==> config.mk <==
export PLATFORM = sky130hd
export DESIGN_NAME = rr_arbiter_4
export DESIGN_NICKNAME = d
export VERILOG_FILES = /design/src/rtl/rr_arbiter_4.sv
export SDC_FILE = /design/constraint.sdc
export NUM_CORES = 1
export LEC_CHECK = 0
export ABC_AREA = 0
export BUFFER_PORTS_ARGS = -buffer_cell sky130_fd_sc_hd__buf_2
export CORE_MARGIN = 2
export CORE_UTILIZATION = 30
export CTS_CLUSTER_DIAMETER = 60
export DETAILED_ROUTE_END_ITERATION = 8
export PLACE_DENSITY = 0.49
export SYNTH_ARGS = -nofsm -noshare
export SYNTH_HDL_FRONTEND = slang
export SYNTH_SLANG_ARGS = --single-unit
==> constraint.sdc <==
create_clock -name clk -period 2.3 [get_ports clk]
set_input_delay 0.115 -clock clk [delete_from_list [all_inputs] [get_ports clk]]
set_output_delay 0.115 -clock clk [all_outputs]
set_load 0.1 [all_outputs]
==> src/rtl/rr_arbiter_4.sv <==
// -----------------------------------------------------------------------------
// rr_arbiter_4
//   Four-requester round-robin arbiter for one shared datapath. A grant is held
//   for as long as its requester keeps req high. When the holder releases, the
//   next winner is found by scanning from a rotating priority pointer. All
//   outputs are registered, so there is no combinational path from req to gnt.
//
//   Handshake: req[i] is a level. Requester i raises it and keeps it high until
//   its work is done. gnt[i] is high for every cycle that i owns the resource.
//   Dropping req[i] releases the grant, and the new owner (or idle) appears at
//   the next rising edge.
//
// Parameters
//   MAX_HOLD   max consecutive cycles one grant may be held while others wait
//              (2..255). It only has an effect when RR_TIMEOUT_EN is defined.
//
// Configuration macro
//   RR_TIMEOUT_EN  when defined, a grant that has been held for MAX_HOLD cycles
//                  is taken away if any other requester is waiting.
//
// Ports
//   clk        in   1  system clock, rising edge
//   rst        in   1  synchronous reset, active-high
//   req        in   4  request vector, bit i = requester i
//   gnt        out  4  one-hot grant, 0000 when idle
//   gnt_idx    out  2  binary index of the current grant, 0 when idle
//   gnt_valid  out  1  high while any grant bit is high
// -----------------------------------------------------------------------------
module rr_arbiter_4 #(
   parameter int unsigned MAX_HOLD = 8
) (
   input  logic       clk,
   input  logic       rst,
   input  logic [3:0] req,
   output logic [3:0] gnt,
   output logic [1:0] gnt_idx,
   output logic       gnt_valid
);

   if (MAX_HOLD < 2 || MAX_HOLD > 255) begin : g_bad_max_hold
      $error("rr_arbiter_4: MAX_HOLD must be in 2..255");
   end

   typedef enum logic {
      IDLE = 1'b0,
      BUSY = 1'b1
   } state_t;

   state_t     state, state_nxt;
   logic [1:0] ptr, ptr_nxt;
   logic [1:0] idx_nxt;
   logic       valid_nxt;
   logic [3:0] gnt_nxt;
   logic       new_grant;
   logic       held;

   // Winner search: the first set req bit at ptr, ptr+1, ptr+2, ptr+3 (mod 4).
   logic       win_found;
   logic [1:0] win_idx;

   always_comb begin
      logic [1:0] cand;
      win_found = 1'b0;
      win_idx   = 2'd0;
      cand      = 2'd0;
      // The loop runs from the farthest candidate to the nearest, so the
      // candidate closest to ptr is the last one assigned and wins.
      for (int k = 3; k >= 0; k--) begin
         cand = ptr + 2'(k);
         if (req[cand]) begin
            win_found = 1'b1;
            win_idx   = cand;
         end
      end
   end

   // Forced rotation after a long hold while someone else is waiting.
   logic timeout;

`ifdef RR_TIMEOUT_EN
   localparam logic [7:0] HOLD_LIM = 8'(MAX_HOLD - 1);

   logic [7:0] hold_cnt, hold_cnt_nxt;
   logic       others_waiting;

   assign others_waiting = |(req & ~gnt);
   assign timeout        = (hold_cnt == HOLD_LIM) && others_waiting;

   always_comb begin
      hold_cnt_nxt = hold_cnt;
      if (new_grant) begin
         hold_cnt_nxt = 8'd0;
      end else if (held && (hold_cnt != HOLD_LIM)) begin
         hold_cnt_nxt = hold_cnt + 8'd1;
      end
   end
`else
   assign timeout = 1'b0;
`endif

   // Next-state and next-output logic.
   always_comb begin
      state_nxt = state;
      ptr_nxt   = ptr;
      idx_nxt   = gnt_idx;
      valid_nxt = gnt_valid;
      new_grant = 1'b0;
      held      = 1'b0;

      case (state)
         IDLE: begin
            if (win_found) begin
               new_grant = 1'b1;
            end
         end
         BUSY: begin
            if (req[gnt_idx] && !timeout) begin
               // No preemption: the holder keeps the grant.
               held = 1'b1;
            end else if (win_found) begin
               // Direct handoff with no idle cycle. The pointer already sits
               // one past the holder, so the holder has lowest priority here.
               new_grant = 1'b1;
            end else begin
               state_nxt = IDLE;
               valid_nxt = 1'b0;
               idx_nxt   = 2'd0;
            end
         end
         default: begin
            state_nxt = IDLE;
            valid_nxt = 1'b0;
            idx_nxt   = 2'd0;
         end
      endcase

      if (new_grant) begin
         state_nxt = BUSY;
         valid_nxt = 1'b1;
         idx_nxt   = win_idx;
         ptr_nxt   = win_idx + 2'd1;
      end

      gnt_nxt = valid_nxt ? (4'b0001 << idx_nxt) : 4'b0000;
   end

   always_ff @(posedge clk) begin
      if (rst) begin
         state     <= IDLE;
         ptr       <= 2'd0;
         gnt       <= 4'b0000;
         gnt_idx   <= 2'd0;
         gnt_valid <= 1'b0;
      end else begin
         state     <= state_nxt;
         ptr       <= ptr_nxt;
         gnt       <= gnt_nxt;
         gnt_idx   <= idx_nxt;
         gnt_valid <= valid_nxt;
      end
   end

`ifdef RR_TIMEOUT_EN
   always_ff @(posedge clk) begin
      if (rst) begin
         hold_cnt <= 8'd0;
      end else begin
         hold_cnt <= hold_cnt_nxt;
      end
   end
`endif

endmodule

# After elaboration in Yosys (flattened, before gate mapping)
# Index checks and enable logic that the tools add are counted.
# Widths: inputs -> output; s select.
[word_totals]
ff_bits = 10
latch_bits = 0
ramBits = 0
rom_bits = 0
inputBits = 6
out_inout_bits = 7
word_cells = 50
mem_count = 0
[op_classes]
add_sub_neg = 4
mul = 0
n_div = 0
magnitude_cmp = 5
n_eq_ne = 0
n_shift = 1
mux = 32
n_bitwise = 2
n_reduce_logical = 1
[ops]
columns = ["op", "n"]
rows = [
  ["$mux 1", 18],
  ["$mux 2", 8],
  ["$lt 2x3->1 const B", 5],
  ["$bmux 1 s2", 5],
  ["$add 2x1->2 const B", 2],
  ["$add 2x2->2 const B", 2],
  ["$shl 1x2->4 const A", 1],
  ["$not 1->1", 2],
  ["$pmux 1 s2", 1],
  ["$reduce_or 2->1", 1],
]

# Logic depth before layout (Yosys ltp)
# Gate-level depths: netlist of run 1.
[logic_depth]
word_depth = 13
depth_mapped = 5
mapped_depth_nobuf = 5

# Worst setup path before layout of run 1
# Ideal clock, no wire load.
[synth_path]
path_kind = "register to register"
startpoint = "register gnt_idx[0]"
endpoint = "register gnt[3]"
setup_time_ns = 0.060
t_arrival_ns = 2.159
required_time_ns = 2.240
setup_slack_ns = 0.082
path_stages_with_launch = 6
n_path_buf = 0
synth_period_minus_slack_ns = 2.218
path_cell_list = "dfxtp_1 > mux2i_1 > o221ai_2 > nor4_2 > a21o_1 > and3b_1"
[synth_via]
elab_chain_len = 7
elab_cells_between_ends = 14
cone_classes = "1 x shift; 11 x mux; 1 x bitwise; 1 x reduce/logical"
[synth_lines]
columns = ["element", "line", "text"]
rows = [
  ["from (decl)", "36", "output logic [1:0] gnt_idx,"],
  ["from (signal assigned)", "158", "gnt_idx <= idx_nxt;"],
  ["$bmux 1 s2", "117", "if (req[gnt_idx] && !timeout) begin"],
  ["$mux 1 (not written as such)", "117", ""],
  ["$mux 1", "117", ""],
  ["$pmux 1 s2 or $mux 1 (tied branches)", "110", "case (state)"],
  ["$mux 1", "137", "if (new_grant) begin"],
  ["$not 1->1 (no source line)", "n/a", ""],
  ["$reduce_or 2->1 (no source line)", "n/a", ""],
  ["to (signal assigned)", "157", "gnt <= gnt_nxt;"],
  ["to (decl)", "35", "output logic [3:0] gnt,"],
]
# Parallel ways exist; a longest one is shown, timed or not. The select of a mux whose other input is x is not followed.
# A chain may end at the register's enable or synchronous reset.

# Final worst setup path of run 1
# Ends and elaborated chain as after synthesis.

==> summary.md, run 1 <==
| Metric | Value |
|---|---|
| Clk root buf | sky130_fd_sc_hd__clkbuf_4 |
| Worst max-slew margin expressed relative to the limit | 0.664 |
| Dominant register cell in the synthesized netlist | sky130_fd_sc_hd__dfxtp_1 |
| Die height | about 46 um |
| Crit path capture type | flop |
| Share of the clock period used by the worst path | 0.744 |
| Hold Violations, Final | 0 |
| F_max | around 0.58 GHz |
| Transition time at the pin with the least slew margin | 0.500 ns |
| Share of power burned in the clock network | 0.258 |
| Worst-case clock buffer depth | 2 |
| Placed Instances | 85 |
| Synthesized area divided by synthesized cell count | around 9.2 um^2 |
| Sum Neg Setup Slack | 0 ns |
| Final count of pins violating max slew | 0 |
| Number of levels the H-tree was split into | 1 |
| Signal arrival time at the worst endpoint | 1.92 ns |
| Clock tree from TritonCTS | built |
| TritonCTS Buffers | 3 |
| Post-Synthesis Cells | 57 |
| Area of the placeable core | 1690 um^2 |
| Final wirelength | ~1100 um |
| Net switching power | 0.000250 W |
| Dpl ws | 0.606 ns |
| Pwr/cell area | 952 nW/um^2 |
| Critical Path Start | gnt_idx[0]$_SDFF_PP0_ |
| Worst hold path endpoint | gnt_idx[0]$_SDFF_PP0_ |
| # diodes | 0 |
| Number of remaining DRC errors | 0 |
| Biggest area contributors in the synthesized netlist | sky130_fd_sc_hd__dfxtp_1 (38%), sky130_fd_sc_hd__mux2i_1 (5.8%), sky130_fd_sc_hd__a21oi_1 (4.8%) |
| Number of DRC markers after the initial detailed-route iteration | 7 |
| Global placement routability congestion | 0.748 |
| Sum of net half-perimeters after detailed placement | roughly 840 um |
| Clock Pin Slew Worst Setup and Hold Paths | around 0.070 ns |
| Number of nets produced by synthesis | 63 |
| Distinct cells, synth | 29 |
| RSZ-0062 raised after global routing | false |
| Internal cell power | 0.000356 W |
| Crit path launch type | flop |
| Share of cells above drive strength 1 | 0.319 |
| Cts repair resizes | 0 |
| Number of vias after detailed routing | 467 |
| Starting Density | 0.309 |
| First-pass GRT wire length | ~1800 um |
| Fin Clk Skew | 0.00346 ns |
| Area added between synthesis and finish | 21.8% |
| Clock period minus final worst setup slack | 1.71 ns |
| Setup-failing EPs final | 0 |
| Combinational fraction of design power | 0.384 |
| Via count of the first global-routing pass | around 400 |
| Reg2Reg Setup Slack | 0.59 ns |
| Via density per instance | around 5.2 |
| Relative contribution of sequential cells to total power | 0.358 |
| Critical Path RT | around 2.5 ns |
| Antenna violations before repair | 0 |
| Worst hold stages | 2 |
| Number of nets in the final layout | roughly 80 |
| Final Hold Slack | about 0.12 ns |
| Die width | approximately 46 um |
| End of the worst register-to-register path | gnt[3]$_SDFF_PP0_ |
| Register bit count reported by yosys | 10 |
| R2r worst-path depth | 5 |
| Layout Utilization | 0.376 |
| Portion of synthesized cell area occupied by the leading cell type | 0.384 |
| Commonest cells in the netlist | sky130_fd_sc_hd__dfxtp_1 (10), sky130_fd_sc_hd__a21oi_1 (5), sky130_fd_sc_hd__nor2_1 (4) |
| Cell type with the highest aggregate area in the netlist | sky130_fd_sc_hd__dfxtp_1 |
| FP Rows | 15 |
| Beginning of the worst hold path | rst |
| Filler cell count | about 180 |
| Overall fraction of global-route tracks in use | 0.125 |
| Leakage power | 0.280 nW |
| Worst setup path category | reg2reg |
| Proportion of synthesized chip area in sequential cells | 0.384 |
| Number of hold buffers added after cts | 0 |
| Maximum number of pins on one net before global-route repair | 9 |
| Type of the most critical hold path | in2reg |
| Top-Level Pins | 13 |
| Total number of clock tree sinks | 10 |
| Reg-to-reg critical path startpoint | gnt_idx[0]$_SDFF_PP0_ |
| IR drop worst, VDD | approximately 0.32 mV |
| 1st-pass router iterations | 2 |
| Die area | 2090 um^2 |
| Worst-case setup margin in the final layout | approximately 0.6 ns |
| Warnings, synthesis | 0 |
| Remaining antenna violation count | 0 |
| Final Instance Count excl. Fillers | just under 90 |
| Port bufs | 12 |
| Worst Path Max Fanout | 5 |
| Post-CTS setup buffers | 0 |
| Clock latency of the later-clocked register in the worst-skew pair | about 0.26 ns |
| Most numerous cell in the Yosys netlist | sky130_fd_sc_hd__dfxtp_1 |
| Number of enable-type register cells in the synthesized netlist | 0 |
| Run status | finished clean |
| Proportion of synthesized flip-flops having asynchronous set or reset | 0 |
| Routed len/inst | 11.9 um |
| Net switching fraction of the power | 0.412 |
| Combined area of all synthesized cells | ~520 um^2 |
| Residual overflow from global routing | 0 |
| Number of violations of the max-capacitance limit | 0 |
## how the worst max path moves through the flow
stage	to	slack, ns
floorplan	gnt[3]$_SDFF_PP0_	0.08
global placement	gnt[3]$_SDFF_PP0_	0.57
detailed placement	gnt[3]$_SDFF_PP0_	0.61
CTS	gnt[3]$_SDFF_PP0_	0.58
global route	gnt[3]$_SDFF_PP0_	0.46
finish	gnt[3]$_SDFF_PP0_	0.59
## cell type report
| type | instances | area (um^2) | share of cell area |
|---|---|---|---|
| Clock buffer | 4 | 36.3 | 0.0571 |
| Inverter | 3 | 11.3 | 0.0177 |
| Multi-Input combinational cell | 43 | 307 | 0.482 |
| Sequential cell | 10 | 200 | 0.315 |
| Tap cell | 17 | 21.3 | 0.0335 |
| Timing Repair Buffer | 12 | 60.1 | 0.0945 |
## power by group through the flow
| stage | combinational [W] | clock [W] | sequential, W |
|---|---|---|---|
| finish | 0.000233 | 0.000156 | 0.000217 |
| detailed placement | 0.000233 | 0 | 0.000221 |
| global placement | 0.000234 | 0 | 0.000220 |
| floorplan | 0.0000913 | 0 | 0.000323 |
| CTS | 0.000234 | 0.000163 | 0.000217 |
| global route | 0.000249 | 0.000177 | 0.000219 |
## cell families after synthesis
kind of cell	synth area share
xor+xnor	0.0168
compound gates	0.247
simple gates	0.245
flops	0.384
mux	0.0791
buf+inv	0.0288
## worst max-delay path: stages, from the launching register on
cell	delay, ns
sky130_fd_sc_hd__dfxtp_1	0.43
sky130_fd_sc_hd__mux2i_1	0.32
sky130_fd_sc_hd__o221ai_2	0.18
sky130_fd_sc_hd__nor4_2	0.36
sky130_fd_sc_hd__a21o_1	0.19
sky130_fd_sc_hd__and3b_1	0.17
## flip-flops by register name (all words and copies together) (netlist names)
register,cells
gnt_valid,1
gnt_idx,2
gnt,4
ptr,2
state,1
## through the flow
step | instance area (um^2) | power, W
floorplan | 522 | 0.000414
CTS | 636 | 0.000614
global route | 636 | 0.000644
detailed placement | 599 | 0.000454
finish | 636 | 0.000605
global placement | 599 | 0.000455
## per-layer routing
layer	vias to the layer above	global-route usage	routed length, um
li1	243	-	-
met1	215	0.164	520
met2	9	0.175	498
met3	0	0.0714	44
met4	0	0.0343	0
met5	-	0	0
## cell usage in the layout, fill, tap and decap left out, types with 2 or more instances in the layout
cell type | synthesis | final
sky130_fd_sc_hd__and3_1 | 2 | 2
sky130_fd_sc_hd__a211oi_1 | 2 | 2
sky130_fd_sc_hd__clkbuf_4 | 0 | 3
sky130_fd_sc_hd__inv_1 | 3 | 3
sky130_fd_sc_hd__a21oi_1 | 5 | 5
sky130_fd_sc_hd__buf_2 | 0 | 12
sky130_fd_sc_hd__o21ai_0 | 3 | 3
sky130_fd_sc_hd__dfxtp_1 | 10 | 10
sky130_fd_sc_hd__mux2i_1 | 3 | 3
sky130_fd_sc_hd__nor2_1 | 4 | 4
sky130_fd_sc_hd__nand2b_1 | 2 | 2
sky130_fd_sc_hd__nand2_1 | 3 | 3
sky130_fd_sc_hd__nor4_1 | 2 | 2
Note: power is estimated with default switching activity, not from simulation.
==> inputs of run 2 (changes only) <==
- clock period: 2.3 -> 1.6 ns (I/O delays scaled with it)
==> run 2 against run 1 <==
Compared with the run above: critical path depth unchanged; core utilization grew 4.2 points; count of clock-buffer cells in the layout shrank 1; sequential share of layout area shrank 1.9 points; combinational power rose by 63%; global-route usage is 0.18 points higher; total power up 41%; sequential power is 46% higher; cell count is 5.6% higher; largest power group unchanged.
==> summary.md, run 2 (synthesis gave the netlist of run 1 again) <==
| Metric | Value |
|---|---|
| Maximum number of pins on one net before global-route repair | 9 (unchanged) |
| # diodes | 0 (unchanged) |
| Area of combinational cells with multiple inputs | 338 um^2 (+10%) |
| Final count of pins violating max slew | 0 (unchanged) |
| Register with the highest flop count | gnt |
| Final Instance Count excl. Fillers | 94 (+5.6%) |
| Area added between synthesis and finish | 35.5% |
| Remaining antenna violation count | 0 (unchanged) |
| Global placement routability congestion | 0.720 (-3.7%) |
| Clk root buf | sky130_fd_sc_hd__clkbuf_4 |
| Type of the most critical hold path | in2reg |
| Commonest cells after routing, fill and taps aside | sky130_fd_sc_hd__buf_2 (12), sky130_fd_sc_hd__dfxtp_1 (7), sky130_fd_sc_hd__buf_4 (6) |
| FP Rows | 15 (unchanged) |
| Number of nets in the final layout | 85 (+7.6%) |
| Setup-failing EPs final | 0 (unchanged) |
| Clock period minus final worst setup slack | 1.59 ns (-0.123 ns) |
| Via count of the first global-routing pass | 425 (+4.7%) |
| Number of levels the H-tree was split into | 1 (unchanged) |
| Share of cells above drive strength 1 | 0.442 (+0.122) |
| Placed Instances | 88 (+3.5%) |
| Antenna violations before repair | 0 (unchanged) |
| Total area of sequential cells | 209 um^2 (+4.4%) |
| Critical Path RT | 1.80 ns (-0.71 ns) |
| 1st-pass router iterations | 3 (+1) |
| Pwr/cell area | 1210 nW/um^2 (+27%) |
| Clock latency of the later-clocked register in the worst-skew pair | 0.25 ns (about the same) |
| Worst setup path category | reg2reg |
| RSZ-0062 raised after global routing | true |
| Overall fraction of global-route tracks in use | 0.127 (+0.00183) |
| IR drop worst, VDD | 0.656 mV (+110%) |
| Leakage power | 0.308 nW (+10%) |
| Routed len/inst | 13.2 um (+11%) |
| Port bufs | 12 (unchanged) |
| First-pass GRT wire length | 1840 um (+1.9%) |
| Run status | finished clean |
| Worst Path Max Fanout | 5 (unchanged) |
| Layout Utilization | 0.419 (+0.0422) |
| Most frequent standard cell in the layout excluding fill and tap cells | sky130_fd_sc_hd__buf_2 |
| Crit path capture type | flop |
| Crit path launch type | flop |
| TritonCTS Buffers | 3 (unchanged) |
| Hold Violations, Final | 0 (unchanged) |
| Registers with the highest flip-flop counts | gnt x4, gnt_idx x2, ptr x2 |
| Number of violations of the max-capacitance limit | 0 (unchanged) |
| Filler cell count | 189 (+8.0%) |
| Via density per instance | 5.10 (-2.9%) |
| Sum of net half-perimeters after detailed placement | 898 um (+7.3%) |
| Cell-by-cell trace of the critical path | mux2i_4 > o221ai_2 > nor4_2 > a21o_1 > and3b_1 |
| Transition time at the pin with the least slew margin | 0.489 ns (-0.0104 ns) |
| Number of remaining DRC errors | 0 (unchanged) |
| Die height | 45.7 um (unchanged) |
| Die width | 45.7 um (unchanged) |
| Critical path's largest stage delay | 0.40 ns (-0.03 ns) |
| Residual overflow from global routing | 0 (unchanged) |
| Area of the placeable core | 1690 um^2 (unchanged) |
| F_max | 0.629 GHz (+7.8%) |
| Worst-case clock buffer depth | 2 (unchanged) |
| CP max stage cell | sky130_fd_sc_hd__dfxtp_4 |
| Flip-flop count of the largest register after layout | 4 (unchanged) |
| Number of vias after detailed routing | 479 (+2.6%) |
| Fin Clk Skew | 0.00223 ns (-0.00122 ns) |
| Clock Pin Slew Worst Setup and Hold Paths | 0.06 ns (about the same) |
| Top-Level Pins | 13 (unchanged) |
| Clock tree from TritonCTS | built |
| Die area | 2090 um^2 (unchanged) |
| Share of the clock period used by the worst path | 0.993 (+0.249) |
| Starting Density | 0.309 (unchanged) |
| Number of DRC markers after the initial detailed-route iteration | 3 (-4) |
| Total number of clock tree sinks | 10 (unchanged) |
| Final wirelength | 1240 um (+17%) |
| Worst max-slew margin expressed relative to the limit | 0.676 (+0.0123) |
| Final Hold Slack | 0.103 ns (-0.0154 ns) |
| Signal arrival time at the worst endpoint | 1.79 ns (-0.13 ns) |
-- run 2: final cells by class --
cell class / count / area share
inverter: 3 / 0.0159
sequential: 10 / 0.296
clock buffer: 3 / 0.0319
tap: 17 / 0.0301
timing repair buffer: 18 / 0.149
multi-input combinational: 43 / 0.478
-- run 2: critical path, delay by kind of cell, from the launching register on --
kind / cells / cell delay, ns
AO/OA/AOI/OAI: 2 / 0.35
flip-flops: 1 / 0.40
AND/OR/NAND/NOR: 2 / 0.52
multiplexers: 1 / 0.26
-- run 2: worst paths after layout --
path                               from              endpoint  slack [ns]  depth (start not counted)
setup reg to reg  gnt_idx[0]$_SDFF_PP0_     gnt[3]$_SDFF_PP0_        0.01                          5
hold / removal                      rst      state$_SDFF_PP0_        0.10                          2
setup / recovery  gnt_idx[0]$_SDFF_PP0_     gnt[3]$_SDFF_PP0_        0.01                          5
hold reg to reg    gnt_valid$_SDFF_PP0_  gnt_valid$_SDFF_PP0_        0.52                          2
-- run 2: repair_timing --
| action | CTS | global route |
|---|---|---|
| hold buffers | 0 | 0 |
| setup endpoints to repair | 0 | 5 |
| buffers inserted | 0 | 3 |
| gates resized for setup | 0 | 4 |
-- run 2: layer usage --
layer	wire length [um]	global-route usage	share of wire
met2	584	0.197	0.47
met5	0	0	0
met1	576	0.160	0.46
met4	13	0.0857	0.010
met3	68	0.0198	0.055
-- run 2: metrics by stage --
step	total power (W)	area (um^2)	setup WS (ns)	TNS (ns)
final	0.000856	707	0.0110	0
after global routing	0.000906	707	-0.0819	-0.296
after CTS	0.000838	659	0.0418	0
after detailed placement	0.000671	637	0.0377	0
after global placement	0.000671	637	0.0287	0
after floorplan	0.000601	537	-0.0544	-0.185
-- run 2: where the power goes --
| group | internal [W] | leakage (nW) | total, W | switching, W |
|---|---|---|---|---|
| Clock | 0.0000861 | 0.0138 | 0.000158 | 0.0000719 |
| Combinational | 0.000122 | 0.210 | 0.000380 | 0.000259 |
| Sequential | 0.000285 | 0.0844 | 0.000317 | 0.0000325 |
| Total | 0.000493 | 0.308 | 0.000856 | 0.000363 |
==> inputs of run 3 (changes only) <==
- PLACE_DENSITY: 0.49 -> default
- RECOVER_POWER: default -> 100
==> run 3 against run 2 <==
Compared with the run above: combinational power down 4%; cell count unchanged; largest cell class unchanged; clock skew up 0.0018 ns; global-route usage down 0.15 points; highest routed layer unchanged; sequential cell count unchanged; design area down 0.71%.
==> summary.md, run 3 (synthesis gave the netlist of run 1 again) <==
| Metric | Value |
|---|---|
| Leakage power | 0.301 nW (-2.6%) |
| Filler cell count | 182 (-3.7%) |
| Die height | 45.7 um (unchanged) |
| Dominant delay contributor by cell family on the critical path | simple AND/OR/NAND/NOR gates |
| Residual overflow from global routing | 0 (unchanged) |
| CP max stage cell | sky130_fd_sc_hd__dfxtp_4 |
| # diodes | 0 (unchanged) |
| Crit path capture type | flop |
| Dpl ws | 0.0745 ns (+0.0368 ns) |
| Clock Pin Slew Worst Setup and Hold Paths | 0.06 ns (about the same) |
| Clock tree from TritonCTS | built |
| Clock latency of the later-clocked register in the worst-skew pair | 0.26 ns (about the same) |
| First-pass GRT wire length | 1770 um (-3.4%) |
| Worst hold stages | 2 (unchanged) |
| Remaining antenna violation count | 0 (unchanged) |
| Number of DRC markers after the initial detailed-route iteration | 7 (+4) |
| Worst hold path endpoint | gnt_idx[0]$_SDFF_PP0_ |
| Final wirelength | 1180 um (-5.5%) |
| Transition time at the pin with the least slew margin | 0.540 ns (+0.0509 ns) |
| Buffers and inverters on the worst path | 0 (unchanged) |
| R2r worst-path depth | 5 (unchanged) |
| Pwr/cell area | 1220 nW/um^2 (+0.71%) |
| Most frequent standard cell in the layout excluding fill and tap cells | sky130_fd_sc_hd__dfxtp_1 |
| Routed len/inst | 12.5 um (-5.5%) |
| Die area | 2090 um^2 (unchanged) |
| Sum Neg Setup Slack | 0 ns (unchanged) |
| Clock period minus final worst setup slack | 1.59 ns (+0.00409 ns) |
| Worst-case clock buffer depth | 2 (unchanged) |
| Critical path's largest stage delay | 0.40 ns (about the same) |
| Area added between synthesis and finish | 34.5% |
| Die width | 45.7 um (unchanged) |
| Final Instance Count excl. Fillers | 94 (unchanged) |
| Type of the most critical hold path | in2reg |
| Worst Path Max Fanout | 5 (unchanged) |
| Worst max-slew margin expressed relative to the limit | 0.641 (-0.0347) |
| Crit path launch type | flop |
| Clk root buf | sky130_fd_sc_hd__clkbuf_4 |
| Reg2Reg Setup Slack | 0.007 ns (about the same) |
| Registers with the highest flip-flop counts | gnt x4, gnt_idx x2, ptr x2 |
| Register with the highest flop count | gnt |
| Final count of pins violating max slew | 0 (unchanged) |
| Number of levels the H-tree was split into | 1 (unchanged) |
| RSZ-0062 raised after global routing | true |
| Top-Level Pins | 13 (unchanged) |
| F_max | 0.628 GHz (-0.26%) |
| End of the worst register-to-register path | gnt[1]$_SDFF_PP0_ |
| Critical Path RT | 1.80 ns (about the same) |
| Number of nets in the final layout | 84 (-1.2%) |
| Commonest cells after routing, fill and taps aside | sky130_fd_sc_hd__dfxtp_1 (8), sky130_fd_sc_hd__buf_2 (6), sky130_fd_sc_hd__clkbuf_2 (6) |
| Via density per instance | 5.43 (+6.5%) |
| Total number of clock tree sinks | 10 (unchanged) |
| Via count of the first global-routing pass | 393 (-7.5%) |
| Run status | finished clean |
| Placed Instances | 88 (unchanged) |
| Area of the placeable core | 1690 um^2 (unchanged) |
| Starting Density | 0.309 (unchanged) |
| Layout Utilization | 0.416 (-0.00296) |
| Flip-flop count of the largest register after layout | 4 (unchanged) |
| Global placement routability congestion | 0.751 (+4.3%) |
| Number of remaining DRC errors | 0 (unchanged) |
| Number of violations of the max-capacitance limit | 0 (unchanged) |
| Beginning of the worst hold path | rst |
| Hold Violations, Final | 0 (unchanged) |
| Signal arrival time at the worst endpoint | 1.80 ns (about the same) |
| Worst setup path category | reg2reg |
| Fin Clk Skew | 0.00407 ns (+0.00184 ns) |
| Setup-failing EPs final | 0 (unchanged) |
| Maximum number of pins on one net before global-route repair | 9 (unchanged) |
| IR drop worst, VDD | 0.568 mV (-13%) |
| Share of the clock period used by the worst path | 0.996 (+0.00256) |
| Worst-case setup margin in the final layout | 0.00691 ns (-0.00409 ns) |
| Sum of internal, switching and leakage power | 0.000856 W (about the same) |
| Antenna violations before repair | 0 (unchanged) |
| 1st-pass router iterations | 4 (+1) |
| Port bufs | 12 (unchanged) |
| TritonCTS Buffers | 3 (unchanged) |
| Cell-by-cell trace of the critical path | mux2i_4 > o221ai_2 > nor4_2 > a21o_1 > and3_1 |
| Overall fraction of global-route tracks in use | 0.125 (-0.00152) |
| Sum of net half-perimeters after detailed placement | 865 um (-3.7%) |
| Share of cells above drive strength 1 | 0.416 (-0.0260) |
| Number of vias after detailed routing | 510 (+6.5%) |
| Reg-to-reg critical path startpoint | gnt_idx[0]$_SDFF_PP0_ |
| FP Rows | 15 (unchanged) |
-- run 3: cell count changes in the layout (fill, tap and decap cells not counted) --
cell,delta
sky130_fd_sc_hd__clkbuf_1,+1
sky130_fd_sc_hd__buf_4,-1
sky130_fd_sc_hd__dfxtp_2,-1
sky130_fd_sc_hd__dfxtp_1,+1
sky130_fd_sc_hd__buf_2,-6
sky130_fd_sc_hd__clkbuf_2,+6
-- run 3: power breakdown --
group | switching, W | internal [W] | total [W]
logic | 0.000253 | 0.000112 | 0.000366
clock network | 0.0000774 | 0.0000960 | 0.000173
registers | 0.0000329 | 0.000284 | 0.000317
-- run 3: area by class of cell --
| class | count | area (um^2) | area share |
|---|---|---|---|
| repair buffers | 17 | 97.6 | 0.139 |
| clock buffers | 4 | 26.3 | 0.0374 |
| well taps | 17 | 21.3 | 0.0303 |
| inverters | 3 | 11.3 | 0.0160 |
| flip-flops and latches | 10 | 208 | 0.296 |
| multi-input cells | 43 | 338 | 0.481 |
-- run 3: routing by layer --
| metal | global-route usage | part of all wire | vias up |
|---|---|---|---|
| met3 | 0.0595 | 0.061 | 2 |
| met4 | 0.0686 | 0.012 | 0 |
| met5 | 0 | 0 | - |
| li1 | - | - | 255 |
| met2 | 0.161 | 0.47 | 13 |
| met1 | 0.170 | 0.45 | 240 |
-- run 3: how the worst max path moves through the flow --
stage                          startpoint                end  depth (start not counted)
CTS                 gnt_idx[0]$_SDFF_PP0_  gnt[1]$_SDFF_PP0_                          5
global route        gnt_idx[0]$_SDFF_PP0_  gnt[3]$_SDFF_PP0_                          5
floorplan           gnt_idx[0]$_SDFF_PP0_  gnt[3]$_SDFF_PP0_                          5
detailed placement                 req[1]  gnt[0]$_SDFF_PP0_                          6
finish              gnt_idx[0]$_SDFF_PP0_  gnt[1]$_SDFF_PP0_                          5
global placement                   req[1]  gnt[0]$_SDFF_PP0_                          6
-- run 3: per-stage QoR --
step | instance area, um^2 | hold slack [ns]
6_report | 702 | 0.0847
5_1_grt | 702 | 0.0747
4_1_cts | 663 | 0.0784
3_5_place_dp | 637 | 0.360
3_3_place_gp | 637 | 0.366
2_1_floorplan | 537 | 0.221
-- run 3: what timing repair did --
action / in CTS / in global routing
buffers inserted: 0 / 2
gates resized for setup: 0 / 3
hold buffers: 0 / 0
setup endpoints to repair: 0 / 5
